[src/rtl/seq_state_monitor.sv]
// seq_state_monitor
// Observational checker for the 4-bit T-flip-flop state counter. It watches the
// {A,B,C,D} state vector and checks that each accepted sample equals the
// previous one plus STEP (mod 16). It reports lock status, transition errors,
// target hits and saturating match/miss counts. It drives nothing back into
// the counter.
// Optional build macro: SEQ_STATE_MON_CAPTURE_EN. When it is defined, the
// expected and actual values of the first mismatch since reset/clear are held
// on err_exp/err_act. Otherwise both outputs read as zero.

module seq_state_monitor #(
    parameter int         STEP   = 1,
    parameter logic [3:0] TARGET = 4'hF,
    parameter int         LOCK_N = 3,
    parameter int         CNT_W  = 8
) (
    input  logic             clock,
    input  logic             reset,
    input  logic [3:0]       st_in,
    input  logic             st_valid,
    input  logic             clear,
    output logic             locked,
    output logic             err,
    output logic             err_pulse,
    output logic             hit,
    output logic [CNT_W-1:0] match_cnt,
    output logic [CNT_W-1:0] miss_cnt,
    output logic [3:0]       err_exp,
    output logic [3:0]       err_act
);

    localparam logic [3:0] STEP4 = 4'(STEP);
    localparam logic [3:0] LOCK4 = 4'(LOCK_N);

    typedef enum logic [1:0] {
        IDLE,
        ACQUIRE,
        LOCKED
    } state_t;

    state_t     state;
    logic [3:0] prev;
    logic [3:0] consec;
    logic [3:0] expected;
    logic       is_match;
    logic       mismatch;

    // Next value the counter should present. The 4-bit add makes the 15->0 wrap free.
    assign expected = prev + STEP4;
    assign is_match = (st_in == expected);
    // A comparison happens only on an accepted sample after the first one.
    // Reset and clear take priority and drop the sample.
    assign mismatch = reset && !clear && st_valid && (state != IDLE) && !is_match;

    // Tracking FSM, with counters and status flags updated together on each accepted sample.
    always_ff @(posedge clock) begin
        if (!reset || clear) begin
            state     <= IDLE;
            prev      <= 4'h0;
            consec    <= 4'h0;
            locked    <= 1'b0;
            err       <= 1'b0;
            err_pulse <= 1'b0;
            hit       <= 1'b0;
            match_cnt <= '0;
            miss_cnt  <= '0;
        end else begin
            err_pulse <= 1'b0;
            hit       <= 1'b0;
            if (st_valid) begin
                hit  <= (st_in == TARGET);
                prev <= st_in;
                if (state == IDLE) begin
                    consec <= 4'h0;
                    state  <= ACQUIRE;
                    locked <= 1'b0;
                end else if (is_match) begin
                    if (match_cnt != {CNT_W{1'b1}}) begin
                        match_cnt <= match_cnt + CNT_W'(1);
                    end
                    if (consec != LOCK4) begin
                        consec <= consec + 4'd1;
                    end
                    if ((state == ACQUIRE) && (consec + 4'd1 == LOCK4)) begin
                        state  <= LOCKED;
                        locked <= 1'b1;
                    end
                end else begin
                    if (miss_cnt != {CNT_W{1'b1}}) begin
                        miss_cnt <= miss_cnt + CNT_W'(1);
                    end
                    err       <= 1'b1;
                    err_pulse <= 1'b1;
                    consec    <= 4'h0;
                    state     <= ACQUIRE;
                    locked    <= 1'b0;
                end
            end
        end
    end

`ifdef SEQ_STATE_MON_CAPTURE_EN
    // Freeze the first mismatch after reset/clear. The err flag blocks later
    // mismatches from overwriting it.
    always_ff @(posedge clock) begin
        if (!reset || clear) begin
            err_exp <= 4'h0;
            err_act <= 4'h0;
        end else if (mismatch && !err) begin
            err_exp <= expected;
            err_act <= st_in;
        end
    end
`else
    logic unused_capture;
    assign unused_capture = mismatch;
    assign err_exp = 4'h0;
    assign err_act = 4'h0;
`endif

endmodule

[config.mk]
export PLATFORM = sky130hd
export DESIGN_NAME = seq_state_monitor
export DESIGN_NICKNAME = d
export VERILOG_FILES = /design/src/rtl/seq_state_monitor.sv
export SDC_FILE = /design/constraint.sdc
export NUM_CORES = 1
export LEC_CHECK = 0
export BUFFER_PORTS_ARGS = -buffer_cell sky130_fd_sc_hd__buf_2
export CORE_MARGIN = 2
export CORE_UTILIZATION = 50
export CTS_BUF_LIST = sky130_fd_sc_hd__clkbuf_16
export CTS_CLUSTER_SIZE = 25
export DETAILED_ROUTE_END_ITERATION = 8
export GPL_TIMING_DRIVEN = 0
export PLACE_DENSITY = 0.74
export SYNTH_ARGS = -nofsm -noshare
export SYNTH_HDL_FRONTEND = slang
export SYNTH_SLANG_ARGS = --single-unit
[constraint.sdc]
create_clock -name clock -period 5.4 [get_ports clock]
set_clock_uncertainty 0.1 [all_clocks]
set_input_delay 1.08 -clock clock [delete_from_list [all_inputs] [get_ports clock]]
set_output_delay 1.08 -clock clock [all_outputs]
set_load 0.05 [all_outputs]
==> impl_metrics.yaml, run 1 <==
cts:
  post_cts_buffers: 0
  cts_tree: "done"
  clock_path_buffers: 2
  ctsHoldBuffers: 0
  clk_pin_slew_ns: 0.05
  cts_resized: 0
  h-tree-depth: 2
  clock_latency_ns: 0.27
  cts_buffers: 5
  numClockSinks: 29
  root_buffer: "clkbuf_16"
place:
  dp.cells: 246
  hpwl_mm: 2.37
  pre_cts_slack_ns: 2.55
  port_buffers: 27
  place_congestion: 0.835
pwr:
  p_per_area_mw_per_mm2: 276
  power.leakage_nw: 0.817
  peakVddDrop_mv: 0.266
global_routing:
  antenna_found_initial: 0
  grt_pass1_vias: 1167
  grt_pass1_wl_mm: 5.36
  globalRouteOverflowTotal: 0
  track_usage_pct: 20.4
  grt_max_degree: 11
synthesis:
  yosysUniqueCellTypes: 46
  yosys_warnings: 0
  synth_mux_area_share_pct: 2.60
  synth_edf_count: 0
  synth.cell_area_mm2: 0.00154
  yosysSeqAreaShare_pct: 37.6
  syn_inst: 179
  synth_simple_gate_area_share_pct: 26.0
  synth_ff_type: "dfxtp_1"
  yosys_register_bits: 29
  synth_adder_area_share_pct: 4.06
  async_flop_share_pct: 0
  synth_compound_area_share_pct: 16.2
  synth_xor_area_share_pct: 6.97
  synth_top_family_by_area: "simple AND/OR/NAND/NOR gates"
  avgSynthCellArea_um2: 8.62
drt:
  drt_iter0_markers: 70
  finalWirelength_mm: 3.32
  via_per_inst: 5.64
  vias: 1426
  drcViolationCount: 0
  drtPass1Iterations: 4
  wire_per_inst_um: 13.1
  ant_nets: 0
sta:
  fin_ws_ns: 2.81
  setup_viol: 0
  period_share_pct: 48.0
  relSlewSlack_pct: 58.0
  final-max-slew-violation-count: 0
  timing.setup.tns_ns: 0
  finalHoldViolCount: 0
  grt_setup_unrepaired: "no"
  fin_crit_ns: 2.59
  timing.fmax_ghz: 0.386
  worst_pin_slew_ns: 0.624
worst_setup_path:
  worstPathArrival_ns: 2.66
  crit_type: "in -> reg"
  crit_chain: "buf_2 > xnor3_1 > nand3_2 > nor3_2 > a21oi_1 > a31o_2"
  cp-end-kind: "flip-flop"
  worstSetupStartpointType: "input pin"
  worstPathRequired_ns: 5.47
  rrSetupSlack_ns: 3.22
  reg2reg_depth: 6
  cpMaxStageDelayCell: "nor3_2"
  crit_fanout: 10
  crit_path_max_incr_delay_ns: 0.58
  reg2reg_to: "match_cnt[5]"
  timing.rr.start: "prev[0]"
cells_and_area:
  instances_no_fill: 253
  diodes: 0
  final_core_util_pct: 62.5
  final_common_cell: "dfxtp_1"
  area_growth_pct: 21.7
  nets: 233
  drive_gt1_share_pct: 24.1
  final_cell_mix: "dfxtp_1, buf_2, nand2_1"
die:
  die_w_um: 59.5
  die_y_um: 59.5
  initial_core_util_pct: 51.4
  dieArea_mm2: 0.00355
  fp.coreArea_mm2: 0.00300
  rows: 20
  io_pins: 36
hold_path:
  min_path_cells: 2
  holdPathEnd: "err"
  hp-start: "err"
  hp-class: "reg -> reg"
job:
  cap_violations: 0
outcome:
  status: "finished clean"
## Yosys cell counts, types with 2 or more instances
cell type | instances | area share, %
xor2_1 | 4 | 2.3
mux2i_1 | 4 | 2.6
nand3_1 | 12 | 3.9
inv_1 | 2 | 0.49
nand2_1 | 16 | 3.9
nor3_1 | 5 | 1.6
or3_2 | 2 | 0.97
a211oi_1 | 2 | 0.97
a21oi_1 | 14 | 4.5
clkbuf_1 | 4 | 0.97
and3_1 | 5 | 2.0
or4_1 | 2 | 0.97
ha_1 | 5 | 4.1
a31o_2 | 3 | 1.7
o31ai_1 | 3 | 1.5
nand2b_1 | 5 | 2.0
nor2b_1 | 4 | 1.6
buf_4 | 8 | 3.9
dfxtp_1 | 29 | 38
nor2_1 | 13 | 3.2
xnor2_1 | 2 | 1.1
o21ai_0 | 8 | 2.6
a31oi_1 | 4 | 1.6
## layer usage
metal  GRT usage, %  vias up  share of wire [%]
met1           27.2      666                 45
met2           30.6       39                 48
met5              0        -                  0
met3           7.64        4                5.2
li1               -      717                  -
met4           6.35        0                1.4
## flip-flops by register name, indices dropped and copies added (netlist names)
register	cells
locked	1
err	1
hit	1
err_pulse	1
prev	4
miss_cnt	8
match_cnt	8
state	1
consec	4
## worst max-delay path, delay by kind of cell
family	cells	cell delay, ns
XOR/XNOR	1	0.30
AND/OR/NAND/NOR	2	0.78
AO/OA/AOI/OAI	2	0.37
buffers and inverters	1	0.13
## kinds of logic after synthesis
| logic type | after synthesis |
|---|---|
| buffers and inverters | 16 |
| DFF | 29 |
| muxes | 4 |
| and+or+nand+nor | 75 |
| adders and majority gates | 5 |
| AOI/OAI and AO/OA | 40 |
| other | 1 |
| xor gates and xnor gates | 9 |
## where the power goes
part           total (mW)  internal, mW  switching, mW
logic              0.0477        0.0154         0.0323
registers           0.218         0.216        0.00163
clock network       0.253         0.164         0.0889
total               0.518         0.396          0.123
## worst max path at each step
| stage | from | endpoint | slack [ns] | cells past startpoint |
|---|---|---|---|---|
| 2_1_floorplan | st_in[3] | miss_cnt[7] | 2.88 | 6 |
| 3_3_place_gp | st_in[3] | miss_cnt[7] | 2.64 | 7 |
| 3_5_place_dp | st_in[2] | match_cnt[5] | 2.55 | 6 |
| 4_1_cts | st_in[2] | match_cnt[5] | 2.83 | 6 |
| 5_1_grt | st_in[2] | match_cnt[6] | 2.60 | 6 |
| 6_report | st_in[2] | match_cnt[5] | 2.81 | 6 |
## metrics by stage
step | hold slack, ns | cell area [um^2] | total power, mW
final | 0.359 | 1880 | 0.518
after global routing | 0.404 | 1880 | 0.538
after CTS | 0.367 | 1880 | 0.524
after detailed placement | 0.356 | 1750 | 0.269
after global placement | 0.349 | 1750 | 0.268
after floorplan | 0.367 | 1570 | 0.260
## area by class of cell
type | instances | area [um^2]
plain buffers | 14 | 90.1
clock buffers | 5 | 125
clock inverters | 2 | 7.51
fillers | 270 | 1120
inverters | 2 | 7.51
multi-input cells | 141 | 891
flip-flops and latches | 29 | 581
well taps | 33 | 41.3
repair buffers | 27 | 135
Note: power is estimated with default switching activity, not from simulation.
==> inputs of run 2 (changes only) <==
--- a/config.mk
+++ b/config.mk
@@ -5,6 +5,7 @@
 export SDC_FILE = /design/constraint.sdc
 export NUM_CORES = 1
 export LEC_CHECK = 0
+export ABC_AREA = 1
 export BUFFER_PORTS_ARGS = -buffer_cell sky130_fd_sc_hd__buf_2
 export CORE_MARGIN = 2
 export CORE_UTILIZATION = 50
@@ -12,7 +13,7 @@
 export CTS_CLUSTER_SIZE = 25
 export DETAILED_ROUTE_END_ITERATION = 8
 export GPL_TIMING_DRIVEN = 0
-export PLACE_DENSITY = 0.74
+export PLACE_DENSITY = 0.73
 export SYNTH_ARGS = -nofsm -noshare
 export SYNTH_HDL_FRONTEND = slang
 export SYNTH_SLANG_ARGS = --single-unit
==> constraint.sdc (replaced) <==
create_clock -name clock -period 2.6 [get_ports clock]
set_clock_uncertainty 0.1 [all_clocks]
set_input_delay 0.52 -clock clock [delete_from_list [all_inputs] [get_ports clock]]
set_output_delay 0.52 -clock clock [all_outputs]
set_load 0.05 [all_outputs]
==> impl_metrics.yaml, run 2 <==
cts:
  ctsHoldBuffers: 0
  cts_buffers: 5
  h-tree-depth: 2
  numClockSinks: 29
  clock_path_buffers: 2
  cts_resized: 0
  cts_tree: "done"
  post_cts_buffers: 0
  clk_pin_slew_ns: 0.05
  clock_latency_ns: 0.27
  root_buffer: "clkbuf_16"
outcome:
  status: "finished clean"
cells_and_area:
  drive_gt1_share_pct: 20.1
  regArea_um2: 581
  final_core_util_pct: 64.1
  nets: 282
  final_cell_mix: "nand2_1, dfxtp_1, buf_2"
  final_common_cell: "nand2_1"
  multi_input_area_um2: 893
  diodes: 0
  area_growth_pct: 20.9
  largestRegisters: "match_cnt (8), miss_cnt (8)"
  fill_cells: 305
job:
  cap_violations: 0
worst_setup_path:
  cp-startpoint: "prev[0]"
  crit_path_max_incr_delay_ns: 0.34
  crit_type: "reg -> reg"
  reg2reg_to: "match_cnt[2]"
  cp-end-kind: "flip-flop"
  rrSetupSlack_ns: 0.64
  crit_end: "match_cnt[2]"
  worstPathRequired_ns: 2.63
  worstPathArrival_ns: 1.99
  crit_fanout: 8
  reg2reg_depth: 9
  cpMaxStageDelayCell: "dfxtp_1"
  worstSetupStartpointType: "flip-flop"
  timing.rr.start: "prev[0]"
  crit_chain: "ha_1 > xnor2_1 > nand2_1 > nor2_4 > nand2_4 > nor2_8 > nand2_1 > nand2_1 > a21oi_1"
  path_common_cell: "nand2_1"
drt:
  drt_iter0_markers: 77
  drtPass1Iterations: 4
  drcViolationCount: 0
  ant_nets: 0
  finalWirelength_mm: 3.23
  wire_per_inst_um: 10.3
  vias: 1490
  via_per_inst: 4.76
place:
  place_congestion: 0.775
  hpwl_mm: 2.33
  port_buffers: 26
die:
  rows: 20
  io_pins: 36
  dieArea_mm2: 0.00377
  die_w_um: 61.4
  die_y_um: 61.4
  initial_core_util_pct: 53.0
  fp.coreArea_mm2: 0.00310
synthesis:
  yosysSeqAreaShare_pct: 35.3
  async_flop_share_pct: 0
  yosys.area.top_type: "dfxtp_1"
  yosys-top-cells-count: "nand2_1, dfxtp_1, a21oi_1, inv_1, nand3_1"
  synth_edf_count: 0
  synth_top_area_share_pct: 35.3
  synth_ff_type: "dfxtp_1"
  yosys-top-cells-area: "dfxtp_1, nand2_1, a21oi_1, nand3_1, inv_1"
  avgSynthCellArea_um2: 7.18
  yosys_register_bits: 29
  syn_inst: 229
  yosysUniqueCellTypes: 27
  synth_most_common_cell: "nand2_1"
  synth.cell_area_mm2: 0.00165
  yosys_warnings: 0
pwr:
  peakVddDrop_mv: 0.384
  power.leakage_nw: 0.924
  p_per_area_mw_per_mm2: 539
sta:
  worst_pin_slew_ns: 0.545
  timing.setup.tns_ns: 0
  finalHoldViolCount: 0
  timing.fmax_ghz: 0.510
  relSlewSlack_pct: 63.6
  fin_crit_ns: 1.96
  hold_slack_ns: 0.347
  period_share_pct: 75.4
  setup_viol: 0
  grt_setup_unrepaired: "no"
  final-max-slew-violation-count: 0
hold_path:
  hp-class: "reg -> reg"
global_routing:
  grt_pass1_vias: 1254
  antenna_found_initial: 0
  grt_pass1_wl_mm: 5.20
  globalRouteOverflowTotal: 0
  grt_max_degree: 11
  track_usage_pct: 19.0
==> run 2: changes by cell type after synthesis, moves of 5 or more <==
cell	before	now
nand3_1	12	23
nand2b_1	5	0
inv_1	2	24
nand2_1	16	56
o21ai_0	8	3
a21oi_1	14	25
nand4_1	1	9
and3_1	5	0
==> run 2: worst max-delay path: cells and delay by family, from the launching register on <==
kind | cells | cell delay (ns)
DFF | 1 | 0.34
xor gates and xnor gates | 1 | 0.16
and+or+nand+nor | 6 | 0.84
adders and majority gates | 1 | 0.33
AOI/OAI and AO/OA | 1 | 0.06
==> run 2: through the flow <==
stage | instances | worst slack (ns) | total power [mW] | area (um^2)
2_1_floorplan | 236 | 0.650 | 0.538 | 1670
3_3_place_gp | 306 | 0.671 | 0.554 | 1860
3_5_place_dp | 306 | 0.669 | 0.554 | 1860
4_1_cts | 313 | 0.649 | 1.08 | 1990
5_1_grt | 313 | 0.509 | 1.11 | 1990
6_report | 313 | 0.639 | 1.07 | 1990
==> run 2: worst min-delay path by stage <==
stage	endpoint	cells after the start	slack [ns]	startpoint
after floorplan	prev[1]	2	0.36	prev[1]
after global placement	err	2	0.34	err
after detailed placement	err	2	0.34	err
after CTS	err	2	0.35	err
after global routing	err	2	0.37	err
final	err	2	0.35	err
==> run 2: final cells by class <==
| cell class | count | area share, % |
|---|---|---|
| sequential | 29 | 29.2 |
| inverter | 27 | 5.22 |
| multi-input combinational | 168 | 44.9 |
| timing repair buffer | 26 | 6.54 |
| buffer | 12 | 4.72 |
| tap | 44 | 2.77 |
| clock buffer | 5 | 6.29 |
| clock inverter | 2 | 0.377 |
==> run 2: layer usage <==
layer | global-route usage [%] | vias up | share of wire, %
li1 | - | 806 | -
met1 | 23.8 | 650 | 48
met2 | 29.3 | 30 | 46
met3 | 6.93 | 4 | 4.6
met4 | 8.81 | 0 | 0.80
met5 | 0 | - | 0
==> run 2: logic make-up (layout without fill, tap and decap cells) <==
family	after synthesis	after routing	synth area share (%)
AOI/OAI and AO/OA	28	28	8.52
xor gates and xnor gates	13	13	6.92
adders and majority gates	5	5	3.80
buffers and inverters	39	72	12.0
DFF	29	29	35.3
other	1	8	0.228
and+or+nand+nor	114	114	33.2
==> run 2: power by group <==
group	switching, mW	leakage [nW]	internal [mW]
Clock	0.184	0.0685	0.340
Sequential	0.00329	0.234	0.449
Combinational	0.0663	0.621	0.0277
==> inputs of run 3 (changes only) <==
--- a/config.mk
+++ b/config.mk
@@ -8,12 +8,12 @@
 export ABC_AREA = 1
 export BUFFER_PORTS_ARGS = -buffer_cell sky130_fd_sc_hd__buf_2
 export CORE_MARGIN = 2
-export CORE_UTILIZATION = 50
+export CORE_UTILIZATION = 48
 export CTS_BUF_LIST = sky130_fd_sc_hd__clkbuf_16
 export CTS_CLUSTER_SIZE = 25
 export DETAILED_ROUTE_END_ITERATION = 8
 export GPL_TIMING_DRIVEN = 0
-export PLACE_DENSITY = 0.73
+export PLACE_DENSITY = 0.74
 export SYNTH_ARGS = -nofsm -noshare
 export SYNTH_HDL_FRONTEND = slang
 export SYNTH_SLANG_ARGS = --single-unit
==> constraint.sdc (replaced) <==
create_clock -name clock -period 1.65 [get_ports clock]
set_clock_uncertainty 0.1 [all_clocks]
set_input_delay 0.33 -clock clock [delete_from_list [all_inputs] [get_ports clock]]
set_output_delay 0.33 -clock clock [all_outputs]
set_load 0.05 [all_outputs]
==> impl_metrics.yaml, run 3 (synthesis gave the netlist of run 2 again) <==
sta:
  period_share_pct: 105
  hold_slack_ns: 0.179
  relSlewSlack_pct: 62.4
  fin_crit_ns: 1.73
  grt_setup_unrepaired: "yes"
  timing.fmax_ghz: 0.577
  finalHoldViolCount: 0
  worst_pin_slew_ns: 0.564
  setup_viol: 21
  timing.setup.tns_ns: -0.814
  fin_ws_ns: -0.0836
  final-max-slew-violation-count: 0
cts:
  clock_path_buffers: 2
  clock_latency_ns: 0.27
  cts_tree: "done"
  cts_buffers: 5
  clk_pin_slew_ns: 0.05
  h-tree-depth: 2
  numClockSinks: 29
  root_buffer: "clkbuf_16"
worst_setup_path:
  crit_family: "simple AND/OR/NAND/NOR gates"
  crit_chain: "ha_4 > xnor2_2 > nand2_2 > nor2_4 > nand2_4 > nor2_8 > buf_8 > nand3_1 > a21oi_2"
  critPathBufInv: 1
  cpMaxStageDelayCell: "dfxtp_4"
  worstPathArrival_ns: 1.83
  worstSetupStartpointType: "flip-flop"
  crit_type: "reg -> reg"
  crit_path_max_incr_delay_ns: 0.35
  worstPathRequired_ns: 1.75
  cp-end-kind: "flip-flop"
  crit_fanout: 10
cells_and_area:
  largestRegisters: "match_cnt (8), miss_cnt (8)"
  final_cell_mix: "nand2_1, buf_2, inv_1"
  nets: 289
  final_cell_area_mm2: 0.00220
  drive_gt1_share_pct: 33.9
  final_core_util_pct: 66.5
  diodes: 0
  final_common_cell: "nand2_1"
  area_growth_pct: 33.8
  fill_cells: 310
pwr:
  peakVddDrop_mv: 0.685
  fin_total_pwr_mw: 1.83
  p_per_area_mw_per_mm2: 831
  power.leakage_nw: 0.986
global_routing:
  grt_max_degree: 11
  track_usage_pct: 19.8
  antenna_found_initial: 0
  grt_pass1_vias: 1382
  grt_pass1_wl_mm: 6.11
  globalRouteOverflowTotal: 0
die:
  rows: 21
  die_w_um: 62.5
  fp.coreArea_mm2: 0.00331
  initial_core_util_pct: 49.7
  io_pins: 36
  dieArea_mm2: 0.00391
  die_y_um: 62.5
drt:
  wire_per_inst_um: 11.4
  drtPass1Iterations: 4
  ant_nets: 0
  drcViolationCount: 0
  vias: 1587
  via_per_inst: 4.91
  drt_iter0_markers: 98
  finalWirelength_mm: 3.67
place:
  place_congestion: 0.787
  port_buffers: 26
  place_area_mm2: 0.00191
  hpwl_mm: 2.40
outcome:
  violations: "negative setup slack"
  status: "finished, violations left"
hold_path:
  hp-class: "in -> reg"
job:
  cap_violations: 0
## run 3: final cells by class
cell class	instances	area (um^2)	share of cell area [%]
buffer	12	93.8	4.26
clock buffer	6	150	6.82
sequential	29	611	27.7
multi-input combinational	168	992	45.1
clock inverter	2	7.51	0.341
tap	46	57.6	2.61
inverter	27	104	4.72
timing repair buffer	33	186	8.47
## run 3: worst register-to-register path, stage by stage, from the launching register on
cell	delay, ns
dfxtp_4	0.35
ha_4	0.27
xnor2_2	0.11
nand2_2	0.09
nor2_4	0.15
nand2_4	0.10
nor2_8	0.13
buf_8	0.14
nand3_1	0.09
a21oi_2	0.14
## run 3: through the flow
step / std cells / worst slack, ns
final: 323 / -0.0836
after global routing: 323 / -0.162
after CTS: 323 / -0.0824
after detailed placement: 308 / -0.129
after global placement: 308 / -0.117
after floorplan: 236 / 0.00888
## run 3: worst paths after layout
path                  from  cells past startpoint            to  slack (ns)
setup / recovery   prev[0]                      9  match_cnt[1]       -0.08
hold / removal    st_valid                      2       prev[2]        0.18
setup reg to reg   prev[0]                      9  match_cnt[1]       -0.08
hold reg to reg        err                      2           err        0.35
## run 3: power by group
group          internal, mW  leakage [nW]  switching [mW]  total [mW]
logic                0.0561         0.662           0.113       0.169
registers             0.700         0.243         0.00527       0.705
clock network         0.639        0.0808           0.318       0.957
total                  1.39         0.986           0.436        1.83
## run 3: routing by layer
layer	part of all wire [%]	track usage [%]	wire [um]	vias up
met4	2.2	9.17	82	0
met3	5.8	5.23	211	11
met1	44	23.4	1610	710
li1	-	-	-	821
met5	0	0	0	-
met2	48	33.3	1770	45
## run 3: what timing repair did
item,CTS,global route
setup buffers,7,0
cloned,0,0
endpoints found under the setup margin,16,24
hold buffers,0,0
pin swaps,5,7
resized for setup,3,18
